==> src/rtl/forwarding_unit_param_if.sv <==
// Decode-side bus of the forwarding unit: operand requests, forwarded values,
// per-slot writeback data and the stall/statistics outputs.
interface forwarding_unit_param_if #(
  parameter int DW    = 32,
  parameter int AW    = 5,
  parameter int NREAD = 2,
  parameter int DEPTH = 3,
  parameter int CNTW  = 16
);
  logic                  flush;
  logic                  id_fw_valid;
  logic [AW-1:0]         id_fw_regdest;
  logic                  id_fw_writereg;
  logic                  id_fw_load;
  logic [NREAD*AW-1:0]   id_fw_addr;
  logic [NREAD*DW-1:0]   id_fw_regval;
  logic [NREAD*DW-1:0]   fw_id_regval;
  logic                  fw_if_id_stall;
  logic [DEPTH*DW-1:0]   st_fw_wbvalue;
  logic [DEPTH-1:0]      st_fw_writereg;
  logic [CNTW-1:0]       fw_stall_count;

  modport master (
    output flush, id_fw_valid, id_fw_regdest, id_fw_writereg, id_fw_load,
           id_fw_addr, id_fw_regval, st_fw_wbvalue, st_fw_writereg,
    input  fw_id_regval, fw_if_id_stall, fw_stall_count
  );

  modport slave (
    input  flush, id_fw_valid, id_fw_regdest, id_fw_writereg, id_fw_load,
           id_fw_addr, id_fw_regval, st_fw_wbvalue, st_fw_writereg,
    output fw_id_regval, fw_if_id_stall, fw_stall_count
  );
endinterface

==> src/rtl/forwarding_unit_param.sv <==
// Operand forwarding and load-use hazard detection beside Decode: tracks the
// destinations of DEPTH in-flight instructions and picks the youngest producer.
module forwarding_unit_param #(
  parameter int DW       = 32,
  parameter int AW       = 5,
  parameter int NREAD    = 2,
  parameter int DEPTH    = 3,
  parameter int LOAD_LAT = 1,
  parameter int CNTW     = 16
) (
  input logic                    clock,
  input logic                    reset,
  forwarding_unit_param_if.slave bus
);

  localparam logic [CNTW-1:0] CNT_MAX = '1;

  logic [DEPTH-1:0]    v;
  logic [DEPTH-1:0]    ld;
  logic [AW-1:0]       dest [DEPTH];
  logic [CNTW-1:0]     count;
  logic [NREAD-1:0]    port_haz;
  logic [NREAD*DW-1:0] fwd_val;
  logic                stall;

  for (genvar p = 0; p < NREAD; p++) begin : g_port
    logic [AW-1:0] addr;
    logic [DW-1:0] pass;
    logic [DW-1:0] sel;
    logic          haz;

    assign addr = bus.id_fw_addr[p*AW +: AW];
    assign pass = bus.id_fw_regval[p*DW +: DW];

    // Scan oldest to youngest so the youngest matching slot has the last word.
    always_comb begin
      sel = pass;
      haz = 1'b0;
      for (int k = DEPTH - 1; k >= 0; k--) begin
        if (v[k] && bus.st_fw_writereg[k] && (dest[k] == addr) && (addr != '0)) begin
          if (ld[k] && (k < LOAD_LAT)) begin
            sel = pass;
            haz = 1'b1;
          end else begin
            sel = bus.st_fw_wbvalue[k*DW +: DW];
            haz = 1'b0;
          end
        end
      end
    end

    assign port_haz[p]          = haz;
    assign fwd_val[p*DW +: DW]  = sel;
  end

  assign stall = bus.id_fw_valid & ~bus.flush & ~reset & (|port_haz);

  assign bus.fw_if_id_stall = stall;
  assign bus.fw_id_regval   = reset ? '0 : fwd_val;
  assign bus.fw_stall_count = count;

  // A stalled or flushed Decode instruction enters EX as a bubble.
  always_ff @(posedge clock) begin
    if (reset) begin
      v     <= '0;
      count <= '0;
    end else begin
      for (int k = 1; k < DEPTH; k++) begin
        v[k]    <= v[k-1];
        ld[k]   <= ld[k-1];
        dest[k] <= dest[k-1];
      end
      v[0]    <= bus.id_fw_valid & bus.id_fw_writereg & ~stall & ~bus.flush;
      ld[0]   <= bus.id_fw_load;
      dest[0] <= bus.id_fw_regdest;
      if (stall && (count != CNT_MAX)) begin
        count <= count + 1'b1;
      end
    end
  end

endmodule
==> src/flat_wrapper.sv <==
// flat-port wrapper written by rule: the top's interface ports become plain ports
module forwarding_unit_param_flat 
#(
  parameter int DW       = 32,
  parameter int AW       = 5,
  parameter int NREAD    = 2,
  parameter int DEPTH    = 3,
  parameter int LOAD_LAT = 1,
  parameter int CNTW     = 16
)
  (clock, reset, bus_flush, bus_id_fw_valid, bus_id_fw_regdest, bus_id_fw_writereg, bus_id_fw_load, bus_id_fw_addr, bus_id_fw_regval, bus_st_fw_wbvalue, bus_st_fw_writereg, bus_fw_id_regval, bus_fw_if_id_stall, bus_fw_stall_count);
  forwarding_unit_param_if #(.DW(DW), .AW(AW), .NREAD(NREAD), .DEPTH(DEPTH), .CNTW(CNTW)) bus_i ();
  input logic clock;
  input logic reset;
  input wire logic [$bits(bus_i.flush)-1:0] bus_flush;
  input wire logic [$bits(bus_i.id_fw_valid)-1:0] bus_id_fw_valid;
  input wire logic [$bits(bus_i.id_fw_regdest)-1:0] bus_id_fw_regdest;
  input wire logic [$bits(bus_i.id_fw_writereg)-1:0] bus_id_fw_writereg;
  input wire logic [$bits(bus_i.id_fw_load)-1:0] bus_id_fw_load;
  input wire logic [$bits(bus_i.id_fw_addr)-1:0] bus_id_fw_addr;
  input wire logic [$bits(bus_i.id_fw_regval)-1:0] bus_id_fw_regval;
  input wire logic [$bits(bus_i.st_fw_wbvalue)-1:0] bus_st_fw_wbvalue;
  input wire logic [$bits(bus_i.st_fw_writereg)-1:0] bus_st_fw_writereg;
  output wire logic [$bits(bus_i.fw_id_regval)-1:0] bus_fw_id_regval;
  output wire logic [$bits(bus_i.fw_if_id_stall)-1:0] bus_fw_if_id_stall;
  output wire logic [$bits(bus_i.fw_stall_count)-1:0] bus_fw_stall_count;
  assign bus_i.flush = bus_flush;
  assign bus_i.id_fw_valid = bus_id_fw_valid;
  assign bus_i.id_fw_regdest = bus_id_fw_regdest;
  assign bus_i.id_fw_writereg = bus_id_fw_writereg;
  assign bus_i.id_fw_load = bus_id_fw_load;
  assign bus_i.id_fw_addr = bus_id_fw_addr;
  assign bus_i.id_fw_regval = bus_id_fw_regval;
  assign bus_i.st_fw_wbvalue = bus_st_fw_wbvalue;
  assign bus_i.st_fw_writereg = bus_st_fw_writereg;
  assign bus_fw_id_regval = bus_i.fw_id_regval;
  assign bus_fw_if_id_stall = bus_i.fw_if_id_stall;
  assign bus_fw_stall_count = bus_i.fw_stall_count;
  forwarding_unit_param #(.DW(DW), .AW(AW), .NREAD(NREAD), .DEPTH(DEPTH), .LOAD_LAT(LOAD_LAT), .CNTW(CNTW)) u_core (.clock(clock), .reset(reset), .bus(bus_i));
endmodule
==> config.mk <==
export PLATFORM = sky130hd
export DESIGN_NAME = forwarding_unit_param_flat
export DESIGN_NICKNAME = d
export VERILOG_FILES = /design/src/rtl/forwarding_unit_param_if.sv /design/src/rtl/forwarding_unit_param.sv /design/src/flat_wrapper.sv
export SDC_FILE = /design/constraint.sdc
export NUM_CORES = 1
export LEC_CHECK = 0
export CORE_ASPECT_RATIO = 1.5
export CORE_MARGIN = 2
export CORE_UTILIZATION = 39
export DETAILED_ROUTE_END_ITERATION = 12
export GPL_TIMING_DRIVEN = 0
export PLACE_DENSITY = 0.87
export REMOVE_ABC_BUFFERS = 1
export SYNTH_ARGS = -nofsm -noshare
export SYNTH_HDL_FRONTEND = slang
export SYNTH_SLANG_ARGS = --single-unit
export TNS_END_PERCENT = 5
==> constraint.sdc <==
create_clock -name clock -period 2.6 [get_ports clock]
set_input_delay 0.26 -clock clock [delete_from_list [all_inputs] [get_ports clock]]
set_output_delay 0.26 -clock clock [all_outputs]
set_load 0.02 [all_outputs]
=== Yosys cells after proc, flatten, opt, wreduce, memory -nomap -nowiden ===
Memory sizes are Yosys's and may differ from the RTL's.
Index checks and enable logic that the tools add are counted.

* Memories: 1
* Bits in registers: 20
* Latch bits: 0
* Memory bits (writable): 15
* Memory bits (read-only): 0

* Add/sub/neg operators: 1
* Shift-type cells: 0
* $lt $le $gt $ge: 0
* Multiply operators: 0
* Eq/ne operators: 7
* Reduce and logical (&&, ||, !) cells: 19
* Mux-type cells: 13
* Bitwise gates (word level): 9
* Div/mod/pow operators: 0

{| class="wikitable"
|+ Memories
! name !! words !! width !! rd ports !! clocked after Yosys merged registers in !! write ports !! RTL line !! text
|-
| u_core.dest || 3 || 5 || 3 || 0 || 3 || forwarding_unit_param.sv:20 || <nowiki>logic [AW-1:0] dest [DEPTH];</nowiki>
|}

{| class="wikitable"
|+ Operators with widths
! operator !! count
|-
| 2-to-1 mux 32 bit || 8
|-
| 2-to-1 mux 64 bit || 1
|-
| equality test 5 bit || 6
|-
| adder 16 x 1 -> 16 bit, second input constant || 1
|-
| logical AND 1 bit || 16
|-
| inequality test 16 bit, second input constant || 1
|-
| nonzero test 5 bit || 2
|-
| AND 1 bit || 6
|-
| 2-to-1 mux 1 bit || 4
|-
| inverter 1 bit || 3
|-
| OR reduction 2 bit || 1
|}

=== Logic depth before layout (Yosys ltp) ===
Gate-level depths: netlist of run 1.

* Depth after elaboration: 9
* Mapped depth: 8
* Depth with buffers taken out: 6

=== Worst setup path after synthesis of run 1 ===
No wires, ideal clock.

* Path type: register to output
* From: memory u_core.dest[0][2]
* To: output port bus_fw_id_regval[10]
* Cell stages (with the launch flop): 8
* Setup slack: 241 ps
* Required time: 2,340 ps
* Path buffers: 2
* Arrival: 2,099 ps
* Path through: edfxtp_1 > xor2_1 > nor4_1 > and2_1 > buf_4 > clkbuf_1 > a21oi_1 > o32ai_1

{| class="wikitable"
|+ RTL lines
! element !! RTL line !! text
|-
| from (decl) || forwarding_unit_param.sv:20 ||
|-
| to (decl) || flat_wrapper.sv:24 || <nowiki>output wire logic [$bits(bus_i.fw_id_regval)-1:0] bus_fw_id_regval;</nowiki>
|}

==> results of run 1 <==
-- routing by layer --
| layer | vias to the layer above | part of all wire | global-route usage |
|---|---|---|---|
| li1 | 2763 | - | - |
| met1 | 3200 | 0.33 | 0.3594 |
| met2 | 552 | 0.49 | 0.6294 |
| met3 | 192 | 0.10 | 0.08205 |
| met4 | 0 | 0.075 | 0.2156 |
| met5 | - | 0 | 0 |
-- power by group --
group | total, µW | internal, µW | switching (µW)
Clock | 601 | 353 | 248
Combinational | 965 | 492 | 473
Sequential | 624 | 599 | 25.4
Total | 2190 | 1440 | 747
-- metrics by stage --
step,cells,power (µW)
final,988,2190
after global routing,988,2248
after CTS,952,2036
after detailed placement,916,1427
after global placement,901,1380
after floorplan,487,896.7
-- cell usage in the layout (no fill, tap or decap), types with 16 or more instances in the layout --
cell             count
a211oi_1            54
a211oi_2            17
a21oi_1             59
buf_4               82
clkdlybuf4s50_1    188
dfxtp_1             19
edfxtp_1            16
mux2i_1             63
nor2_1              19
nor2b_1             49
o32ai_2             51
-- cell type report --
class / count / area, µm²
Clock inverter: 3 / 20.02
Clock buffer: 5 / 125.1
Multi-Input combinational cell: 458 / 4160
Fill cell: 741 / 2726
Timing Repair Buffer: 333 / 3376
Sequential cell: 35 / 860.8
Inverter: 4 / 15.01
Tap cell: 150 / 187.7
-- registers in the layout, indices dropped and copies added (netlist names) --
name,count
u_core.ld,1
u_core.bus.fw_stall_count,16
u_core.v,3
u_core.dest,15
-- worst max path at each step --
| stage | start | to |
|---|---|---|
| detailed placement | bus_id_fw_addr[2] | bus_fw_id_regval[11] |
| global route | u_core.dest[0][4]$_DFFE_PN_ | bus_fw_id_regval[0] |
| finish | u_core.dest[0][4]$_DFFE_PN_ | bus_fw_id_regval[10] |
| CTS | u_core.dest[0][8]$_DFFE_PN_ | bus_fw_id_regval[51] |
| floorplan | u_core.ld[0]$_DFFE_PN_ | u_core.bus.fw_stall_count[9]$_SDFFE_PP0P_ |
| global placement | reset | bus_fw_id_regval[59] |
-- critical path, stage by stage, from the launching register on --
cell	delay, ns
edfxtp_1	0.47
buf_4	0.19
xor2_2	0.27
nor4_4	0.09
and2_4	0.20
buf_16	0.16
or3_4	0.51
o32ai_2	0.18
buf_4	0.20
-- timing repair --
| action | in CTS | in global routing |
|---|---|---|
| hold buffers | 0 | 0 |
| setup endpoints to repair | 79 | 65 |
| buffers inserted | 21 | 30 |
| cloned | 7 | 7 |
| pin swaps | 17 | 57 |
| gates resized for setup | 268 | 242 |
-- cells in the mapped netlist --
cell	number	area (µm²)
buf_2	15	75.07
xnor2_1	9	78.83
ha_1	1	12.51
and3_1	3	18.77
buf_4	1	7.510
buf_6	8	90.09
o32ai_1	53	464.2
nor3_2	1	10.01
nor3_1	2	10.01
or3_1	2	12.51
nor4_1	3	18.77
edfxtp_1	16	480.5
a21oi_1	73	365.4
nor2_1	21	78.83
a221oi_1	1	8.760
nor2b_1	49	306.5
mux2_1	15	168.9
dfxtp_1	19	380.4
nand3_1	12	60.06
and2_1	4	25.02
inv_1	4	15.01
o221a_2	1	11.26
nand4_1	9	56.30
and4_1	1	8.760
nor4_2	1	12.51
nand2_1	13	48.80
buf_1	1	3.750
and2_4	2	17.52
clkbuf_1	37	138.9
nor4_4	2	42.54
a211oi_1	73	548.0
xor2_1	19	166.4
mux2i_1	65	650.6
or4_1	2	15.01
o32ai_2	11	178.9
-- kinds of logic (layout without fill, tap and decap cells) --
logic type / count (synthesis) / after routing
compound gates: 212 / 212
simple gates: 127 / 137
mux: 80 / 80
buf+inv: 66 / 345
flops: 35 / 35
xor+xnor: 28 / 28
fa+ha+maj: 1 / 1
==> impl_metrics.env, run 1 <==
export IMPL_r2r_slack_ns=0.21
export IMPL_overflow=0
export IMPL_tns_ns=-6.486
export IMPL_relSlewSlack=0.5072
export IMPL_drtIter0Drc=580
export IMPL_ys_ff_latch=35
export IMPL_rsz0062_at_grt="yes"
export IMPL_antenna_cells=0
export IMPL_htree_num_levels=2
export IMPL_dpl_cell_area_um2=7416
export IMPL_syn_cell_area_um2=4587
export IMPL_cts_sinks=35
export IMPL_clock_latency_ns=0.29
export IMPL_min_path_type="register to register"
export IMPL_ios=265
export IMPL_syn_instance_count=549
export IMPL_synth_xor_area_frac=0.05346
export IMPL_worst_slew_pin_slew_ns=0.7384
export IMPL_wl_um=26950
export IMPL_final_nets=1022
export IMPL_initial_core_util=0.3999
export IMPL_ant_nets=0
export IMPL_drc=0
export IMPL_synth_area_mux_share=0.1787
export IMPL_hold_slack_ns=0.4816
export IMPL_die_height_um=136.8
export IMPL_grt_usage=0.3481
export IMPL_drive_above_1_share=0.3198
export IMPL_r2r_end="u_core.bus.fw_stall_count[0]$_SDFFE_PP0P_"
export IMPL_area_growth_pct=90.64
export IMPL_required_ns=2.34
export IMPL_vias_per_cell=6.788
export IMPL_p_per_area_nw_per_um2=250.5
export IMPL_num_vias=6707
export IMPL_synth_top_family_by_area="compound AO/OA/AOI/OAI gates"
export IMPL_hold_end="u_core.v[1]$_SDFF_PP0_"
export IMPL_layout_setup_ws_ns=-0.2263
export IMPL_path_class="register to output port"
export IMPL_post_place_ws_ns=-2.249
export IMPL_gp_congestion=0.9514
export IMPL_port_buffers=264
export IMPL_max_freq_ghz=0.3538
export IMPL_first_pass_iters=6
export IMPL_synthSimpleGateAreaFrac=0.1618
export IMPL_post_route_util=0.7623
export IMPL_slew_viol_final=0
export IMPL_cts_tree="built"
export IMPL_cts_root_buf="clkbuf_16"
export IMPL_yosysSeqAreaShare=0.1877
export IMPL_crit_path_start_kind="register"
export IMPL_p_leak_uw=0.003249
export IMPL_dieArea_um2=12660
export IMPL_post_route_period_util=1.087
export IMPL_grt_pass1_wl_um=34280
export IMPL_setup_viol=59
export IMPL_worstPathMaxFanout=11
export IMPL_synth_compound_area_frac=0.3437
export IMPL_peakVddDrop_uv=261.7
export IMPL_min_period_ns=2.826
export IMPL_clk_path_buf_depth=2
export IMPL_hold_path_depth=1
export IMPL_violations="negative setup slack"
export IMPL_yosysWarnings=0
export IMPL_synth_fa_ha_area_frac=0.002728
export IMPL_fin_area_um2=8745
export IMPL_end_kind="output port"
export IMPL_grt_max_degree=56
export IMPL_dp_hpwl_um=15460
export IMPL_synthDistinctLibCells=35
export IMPL_fp_row_count=48
export IMPL_die_w_um=92.55
export IMPL_r2r_start="u_core.dest[0][2]$_DFFE_PN_"
export IMPL_hold_path_startpoint="u_core.v[0]$_SDFF_PP0_"
export IMPL_maxCapViolCount=0
export IMPL_numCtsBuffers=5
export IMPL_grt_pass1_vias=6446
export IMPL_antenna_found_initial=0
export IMPL_wl_per_cell_um=27.28
export IMPL_clock_skew_ns=0.01339
export IMPL_core_area_um2=11470
export IMPL_syn_avg_cell_area_um2=8.355
export IMPL_clkTransAtPathRegs_ns=0.07
export IMPL_hold_violations=0
export IMPL_reg2reg_depth=8
export IMPL_cp_arrival_ns=2.57
export IMPL_status="finished, violations left"
No activity file was read; power rests on OpenSTA's default activity.
==> run 2: changes to the inputs <==
CTS_CLUSTER_DIAMETER = 40   (was default)
==> results of run 2 <==
Final layout, timing and power as in run 1 (identical DEF).
==> run 3: changes to the inputs <==
--- a/config.mk
+++ b/config.mk
@@ -10,4 +10,5 @@
 export CORE_UTILIZATION = 39
 export CTS_CLUSTER_DIAMETER = 40
+export CTS_CLUSTER_SIZE = 14
 export DETAILED_ROUTE_END_ITERATION = 12
 export GPL_TIMING_DRIVEN = 0
==> constraint.sdc (replaced) <==
create_clock -name clock -period 2.6 [get_ports clock]
set_input_delay 0.78 -clock clock [delete_from_list [all_inputs] [get_ports clock]]
set_output_delay 0.78 -clock clock [all_outputs]
set_load 0.02 [all_outputs]
==> impl_metrics.env, run 3 (synthesis results as in run 1) <==
export IMPL_violations="negative setup slack"
export IMPL_dp_cells=916
export IMPL_dp_hpwl_um=15460
export IMPL_tns_ns=-47.19
export IMPL_dpl_cell_area_um2=7416
export IMPL_worst_slew_pin_slew_ns=1.037
export IMPL_setup_viol=65
export IMPL_slew_viol_final=0
export IMPL_dieArea_um2=12660
export IMPL_path_buf_inv=7
export IMPL_fin_area_um2=8947
export IMPL_maxCapViolCount=0
export IMPL_largest_register_ffs=16
export IMPL_hold_path_depth=1
export IMPL_status="finished, violations left"
export IMPL_gp_congestion=0.9514
export IMPL_post_route_period_util=1.311
export IMPL_grt_pass1_wl_um=38970
export IMPL_die_w_um=92.55
export IMPL_ant_nets=0
export IMPL_final_cells=990
export IMPL_rsz0062_at_grt="yes"
export IMPL_ios=265
export IMPL_die_height_um=136.8
export IMPL_required_ns=1.82
export IMPL_path_class="primary input to output port"
export IMPL_cts_tree="built"
export IMPL_initial_core_util=0.3999
export IMPL_grt_max_degree=57
export IMPL_hold_violations=0
export IMPL_layout_setup_ws_ns=-0.8090
export IMPL_drc=0
export IMPL_clkTransAtPathRegs_ns=0.06
export IMPL_htree_num_levels=2
export IMPL_fp_row_count=48
export IMPL_p_per_area_nw_per_um2=244.1
export IMPL_clock_skew_ns=0.009205
export IMPL_r2r_start="u_core.ld[0]$_DFFE_PN_"
export IMPL_antenna_found_initial=0
export IMPL_hold_end="u_core.v[1]$_SDFF_PP0_"
export IMPL_cts_sinks=35
export IMPL_hold_buffers=0
export IMPL_min_period_ns=3.409
export IMPL_port_buffers=264
export IMPL_hold_path_startpoint="u_core.v[0]$_SDFF_PP0_"
export IMPL_cp_arrival_ns=2.63
export IMPL_final_cell_mix="clkdlybuf4s50_1 (185), buf_4 (77), a21oi_1 (68)"
export IMPL_relSlewSlack=0.3085
export IMPL_clk_path_buf_depth=2
export IMPL_r2r_slack_ns=0.15
export IMPL_wl_um=27470
export IMPL_end_kind="output port"
export IMPL_drtIter0Drc=569
export IMPL_overflow=0
export IMPL_ff_latch_area_um2=860.8
export IMPL_crit_slowest_cell="mux2i_2"
export IMPL_max_freq_ghz=0.2933
export IMPL_vias_per_cell=6.832
export IMPL_area_growth_pct=95.06
export IMPL_clock_latency_ns=0.28
export IMPL_wl_per_cell_um=27.75
export IMPL_mostFrequentLayoutCell="clkdlybuf4s50_1"
export IMPL_p_leak_uw=0.003316
export IMPL_first_pass_iters=5
export IMPL_cpMostUsedCell="buf_4"
export IMPL_critPathTopFamily="buffers and inverters"
export IMPL_cts_root_buf="clkbuf_16"
export IMPL_numCtsBuffers=5
export IMPL_peakVddDrop_uv=216.1
export IMPL_critPathMaxStageDelay_ns=0.26
export IMPL_min_path_type="register to register"
export IMPL_crit_path_start_kind="primary input"
export IMPL_core_area_um2=11470
export IMPL_p_total_uw=2184
export IMPL_fill_cells=702
export IMPL_grt_pass1_vias=6972
export IMPL_num_vias=6764
export IMPL_worstPathCellList="buf_12, nor3_4, and2_4, buf_4, buf_4, nor4_4, buf_8, buf_12, buf_8, mux2i_2, o32ai_2, buf_4"
export IMPL_reg2reg_depth=4
export IMPL_multi_input_area_um2=4217
export IMPL_final_nets=1024
export IMPL_antenna_cells=0
export IMPL_grt_usage=0.4013
export IMPL_drive_above_1_share=0.3321
export IMPL_worstPathMaxFanout=7
export IMPL_startpoint="bus_id_fw_addr[7]"
export IMPL_r2r_end="u_core.bus.fw_stall_count[0]$_SDFFE_PP0P_"
run 3: changes by cell type in the layout (fill, tap and decap cells not counted), moves of 7 or more:
cell and delta:
a21oi_1 +9, a21oi_2 -9, buf_12 +7, dlygate4sd2_1 -7, o32ai_2 -7, xnor2_1 -7
run 3: layout make-up:
class                           count  area share
Clock buffer                        5     0.01398
Sequential cell                    35     0.09621
Clock inverter                      3    0.002237
Inverter                            4    0.001678
Timing Repair Buffer              336      0.3937
Multi-Input combinational cell    457      0.4713
Tap cell                          150     0.02098
run 3: where the power goes:
| part | switching (µW) | total [µW] | internal [µW] |
|---|---|---|---|
| sequential | 40.7 | 640 | 599 |
| clock | 233 | 586 | 353 |
| combinational | 459 | 958 | 499 |
run 3: worst max-delay path by stage:
stage	end	slack, ns	cells after the start
2_1_floorplan	bus_fw_id_regval[0]	-1.36	5
3_3_place_gp	bus_fw_id_regval[59]	-4.33	4
3_5_place_dp	bus_fw_id_regval[11]	-3.29	7
4_1_cts	bus_fw_id_regval[60]	-0.76	11
5_1_grt	bus_fw_id_regval[60]	-0.86	11
6_report	bus_fw_id_regval[54]	-0.81	12
run 3: metrics by stage:
stage / worst slack, ns / utilization / hold slack, ns
2_1_floorplan: -1.356 / - / 0.4298
3_3_place_gp: -4.334 / 0.6191 / 0.4411
3_5_place_dp: -3.289 / 0.6465 / 0.4539
4_1_cts: -0.7577 / 0.7609 / 0.4683
5_1_grt: -0.8616 / 0.7800 / 0.5110
6_report: -0.8090 / 0.7800 / 0.5116
run 3: timing repair:
action	4_1_cts	5_1_grt
resized for setup	554	48
setup buffers	52	3
pin swaps	68	32
cloned	15	0
endpoints found under the hold margin	0	0
setup endpoints to repair	82	66
run 3: metal layers:
layer,track usage,up-vias,wire (µm),part of all wire
met2,0.7109,573,13470,0.49
met4,0.2902,0,2373,0.086
met5,0,-,0,0
li1,-,2773,-,-
met1,0.4090,3195,8952,0.33
met3,0.09526,223,2673,0.097
run 3: worst register-to-register path: cells and delay by family, from the launching register on:
| kind | cells | cell delay, ns |
|---|---|---|
| AO/OA/AOI/OAI | 1 | 0.29 |
| flip-flops | 1 | 1.03 |
| multiplexers | 1 | 0.37 |
| AND/OR/NAND/NOR | 2 | 0.65 |
